`config.mk`:
```
export PLATFORM = sky130hd
export DESIGN_NAME = inst_fetch_unit
export DESIGN_NICKNAME = d
export VERILOG_FILES = /design/src/rtl/inst_fetch_unit.sv
export SDC_FILE = /design/constraint.sdc
export NUM_CORES = 1
export LEC_CHECK = 0
export CAP_MARGIN = 15
export CORE_AREA = 2 2 100 150
export DETAILED_ROUTE_END_ITERATION = 12
export DIE_AREA = 0 0 102 152
export PLACE_DENSITY = 0.8
export REMOVE_ABC_BUFFERS = 1
export SYNTH_ARGS = -nofsm -noshare
export SYNTH_HDL_FRONTEND = slang
export SYNTH_SLANG_ARGS = --single-unit
```
`constraint.sdc`:
```
create_clock -name clk -period 4.9 [get_ports clk]
set_clock_uncertainty 0.1 [all_clocks]
set_input_delay 0.98 -clock clk [delete_from_list [all_inputs] [get_ports clk]]
set_output_delay 0.98 -clock clk [all_outputs]
set_load 0.02 [all_outputs]
```
`src/rtl/inst_fetch_unit.sv`:
```
// Instruction fetch stage: holds the PC, fetches one word per request and presents it as inst until retired.
// Latency: imem_req rises 1 cycle after reset release and 1 cycle after each retire; inst_valid the cycle after imem_ready.
// Backpressure: imem_ready=0 holds the request with a stable address; stall=1 holds inst, pc and count in HOLD.
//
// Ports:
//   clk, rst_n                       clock, asynchronous active-low reset
//   imem_addr/req/rdata/ready        instruction memory request/response handshake
//   inst, inst_valid, pc_plus4       fetched word, its valid flag and its address plus 4
//   stall                            downstream hold request
//   pc_src, jump, jr, jr_target      next-PC selection, sampled on the retire edge only
//   retired_count                    number of retired instructions (wraps)
module inst_fetch_unit #(
  parameter logic [31:0] RESET_PC = 32'h0000_0000
) (
  input  logic        clk,
  input  logic        rst_n,
  output logic [31:0] imem_addr,
  output logic        imem_req,
  input  logic [31:0] imem_rdata,
  input  logic        imem_ready,
  output logic [31:0] inst,
  output logic        inst_valid,
  output logic [31:0] pc_plus4,
  input  logic        stall,
  input  logic        pc_src,
  input  logic        jump,
  input  logic        jr,
  input  logic [31:0] jr_target,
  output logic [31:0] retired_count
);

  // State bits double as the registered imem_req (bit 0) and inst_valid (bit 1).
  typedef enum logic [1:0] {
    IDLE  = 2'b00,
    FETCH = 2'b01,
    HOLD  = 2'b10
  } state_t;

  state_t      state;
  state_t      state_nxt;
  logic [31:0] pc;
  logic [31:0] inst_q;
  logic [31:0] count_q;
  logic [31:0] next_pc;
  logic [31:0] br_off;
  logic [31:0] jr_pc;
  logic        capture;
  logic        retire;

  // State register
  always_ff @(posedge clk or negedge rst_n) begin
    if (!rst_n) begin
      state <= IDLE;
    end else begin
      state <= state_nxt;
    end
  end

  // Next-state logic
  always_comb begin
    state_nxt = state;
    case (state)
      IDLE:    state_nxt = FETCH;
      FETCH:   if (imem_ready) state_nxt = HOLD;
      HOLD:    if (!stall) state_nxt = FETCH;
      default: state_nxt = IDLE;
    endcase
  end

  // Output decode; imem_ready is only honoured while a request is outstanding.
  always_comb begin
    imem_req   = state[0];
    inst_valid = state[1];
    capture    = state[0] & imem_ready;
    retire     = state[1] & ~stall;
  end

  assign imem_addr     = pc;
  assign pc_plus4      = pc + 32'd4;
  assign inst          = inst_q;
  assign retired_count = count_q;

  // Next PC: jr > jump > branch > sequential.
  assign br_off = {{14{inst_q[15]}}, inst_q[15:0], 2'b00};
  assign jr_pc  = jr_target & 32'hFFFF_FFFC;

  always_comb begin
    next_pc = pc_plus4;
    if (jr) begin
      next_pc = jr_pc;
    end else if (jump) begin
      next_pc = {pc_plus4[31:28], inst_q[25:0], 2'b00};
    end else if (pc_src) begin
      next_pc = pc_plus4 + br_off;
    end
  end

  // Datapath registers
  always_ff @(posedge clk or negedge rst_n) begin
    if (!rst_n) begin
      pc      <= RESET_PC;
      inst_q  <= 32'd0;
      count_q <= 32'd0;
    end else begin
      if (capture) begin
        inst_q <= imem_rdata;
      end
      if (retire) begin
        pc      <= next_pc;
        count_q <= count_q + 32'd1;
      end
    end
  end

endmodule

```
==> results.py <==
metrics = {
    "timing": {
        "fin_tns_setup_ns": 0,
        "period_share": 0.868,
        "finalSetupViolCount": 0,
        "fin_ws_ns": 0.648,
        "rsz0062_at_grt": "false",
        "tightest_slew_ns": 0.912,
        "hold_viol": 0,
        "slew_violations": 0,
        "max_freq_ghz": 0.235,
        "fin_crit_ns": 4.25,
        "holdWs_ns": 0.375,
        "relSlewSlack": 0.392,
    },
    "cts": {
        "post_cts_resized": 0,
        "cts_buffers": 9,
        "cts_max_level": 3,
        "cts_setup_buffers": 0,
        "clock_path_buffers": 2,
        "hold_buffers": 0,
        "clock-sinks": 96,
        "worstSkewPairLatency_ns": 0.35,
        "cts_root_buf": "clkbuf_16",
        "cts_tree": "done",
        "clk_pin_slew_ns": 0.08,
    },
    "routing": {
        "drc_errors": 0,
        "dr.pass1.iters": 5,
        "drt_iter0_markers": 333,
        "vias": 6250,
        "wl_per_cell_um": 18.5,
        "detail-route-antenna-nets": 0,
        "drt-total-wl_um": 20600,
        "via_per_inst": 5.60,
    },
    "setup_path": {
        "worstSetupEndpointType": "primary output",
        "reg2regPathDepth": 16,
        "critPathMaxStageDelay_ns": 0.73,
        "path_max_fanout": 6,
        "crit_start": "imem_addr[2]",
        "r2r_start": "imem_addr[2]",
        "critPathKind": "register to primary output",
        "r2r_slack_ns": 0.77,
        "crit_slowest_cell": "clkdlybuf4s50_1",
        "critPathLaunchType": "register",
        "crit_path_cell_trace": "ha_1, nand2_1, nor2_2, nand2_2, nor3_4, nand3_1, xnor2_1, clkdlybuf4s50_1",
        "crit_buf_inv": 1,
        "worstReg2RegEnd": "imem_addr[31]",
        "cp.arrival_ns": 3.17,
        "crit_family": "simple AND/OR/NAND/NOR gates",
        "worstPathRequired_ns": 3.82,
    },
    "placed_design": {
        "gp_congestion": 0.931,
        "io_buffers": 194,
        "place_inst": 1100,
        "dp_worst_setup_slack_ns": 0.825,
        "dpl.hpwl_um": 15200,
    },
    "floorplan": {
        "dieHeight_um": 152,
        "die-area_um2": 15500,
        "placementRows": 54,
        "initial_core_util": 0.465,
        "coreArea_um2": 14300,
        "io-pin-count": 201,
        "dieWidth_um": 102,
    },
    "power_and_ir_drop": {
        "total_power_uw": 6670,
        "max-vdd-ir-drop_uv": 343,
        "power.leakage_uw": 0.00387,
        "powerDensity_nw_per_um2": 734,
    },
    "synthesis": {
        "synth_edf_count": 0,
        "synthArstFlopShare": 1.00,
        "ys_warn_count": 0,
        "ys.flop_type": "dfrtp_1",
        "synth_cell_types": 67,
        "ys_seq_area_frac": 0.361,
        "syn_inst": 728,
        "synth_seq_cells": 96,
        "netlist_area_um2": 6660,
        "syn_area_per_cell_um2": 9.14,
    },
    "final_layout": {
        "n_antenna_cell": 0,
        "ff_latch_area_um2": 2400,
        "areaGrowthSynthToFinish_pct": 36.5,
        "layout_commonest_cell": "clkdlybuf4s50_1",
        "fin_cells": 1116,
        "fillers": 1263,
        "nNetsFinal": 1024,
        "multi_input_area_um2": 4080,
        "drive_above_1_share": 0.0880,
        "final_cell_mix": "clkdlybuf4s50_1 (193), dfrtp_1 (96), nand2_1 (80)",
    },
    "min_path": {
        "worst_hold_path_type": "register to register",
        "hp-start": "retired_count[31]",
        "hold_depth": 1,
        "whs_endpoint": "retired_count[31]",
    },
    "run_status": {
        "outcome": "complete, no violations",
    },
    "global_routing": {
        "antenna_found_initial": 0,
        "gr-usage-all-layers": 0.269,
        "grt_pass1_vias": 6408,
        "grt-ovfl-total": 0,
        "grt_pass1_wl_um": 32900,
        "grt_max_degree": 70,
    },
    "run": {
        "max_cap_violations": 0,
    },
}
-- per-stage QoR --
stage          instance area (µm²)   util
6_report                      9090  0.634
5_1_grt                       9090  0.634
4_1_cts                       9090  0.634
3_5_place_dp                  8790  0.614
3_3_place_gp                  8790  0.614
2_1_floorplan                 6530      -
-- area by class of cell --
| cell class | instances | share of cell area |
|---|---|---|
| clock buffers | 9 | 0.0248 |
| clock inverters | 7 | 0.00799 |
| inverters | 13 | 0.00537 |
| multi-input cells | 591 | 0.449 |
| flip-flops and latches | 96 | 0.264 |
| well taps | 196 | 0.0270 |
| repair buffers | 204 | 0.222 |
-- Yosys cell counts (19+ instances only) --
master | count | area, µm²
xnor2_1 | 70 | 613
nand3_1 | 36 | 180
o21ai_0 | 30 | 150
clkbuf_1 | 19 | 71.3
and3_1 | 27 | 169
ha_1 | 37 | 463
dfrtp_1 | 96 | 2400
nor2_1 | 56 | 210
mux2_2 | 32 | 360
nand2_1 | 80 | 300
a21oi_1 | 55 | 275
-- logic make-up (layout without fill, tap and decap cells) --
logic type               after synthesis  count (layout)  share of synthesized area
other                                  1               4                   0.000563
buffers and inverters                 44             233                     0.0284
flip-flops                            96              96                      0.361
AND/OR/NAND/NOR                      244             244                      0.178
XOR/XNOR                              84              84                      0.111
adder cells (fa/ha/maj)               38              38                     0.0726
AO/OA/AOI/OAI                        180             180                      0.181
multiplexers                          41              41                     0.0684
-- how the worst max path moves through the flow --
stage                     to  slack (ns)  depth (start not counted)
5_1_grt        imem_addr[31]        0.46                         15
3_5_place_dp   imem_addr[31]        0.82                         16
4_1_cts         pc_plus4[24]        0.68                          8
6_report        pc_plus4[24]        0.65                          8
2_1_floorplan  imem_addr[31]         1.0                         17
3_3_place_gp   imem_addr[31]        0.90                         16
-- sequential cells by signal (all words and copies together), names as in the netlist --
register,flops
inst,32
retired_count,32
imem_addr,30
state,2
-- report_power, final --
part           switching, µW  internal, µW
sequential               372          1070
combinational           2420          2090
clock                    365           363
-- metal layers --
layer / up-vias / GRT usage / wire, µm
met5: - / 0 / 0
met4: 0 / 0.128 / 883
met3: 57 / 0.0428 / 1190
met2: 224 / 0.477 / 10800
met1: 2995 / 0.307 / 7710
li1: 2974 / - / -
Power figures use the tool's default switching activity.
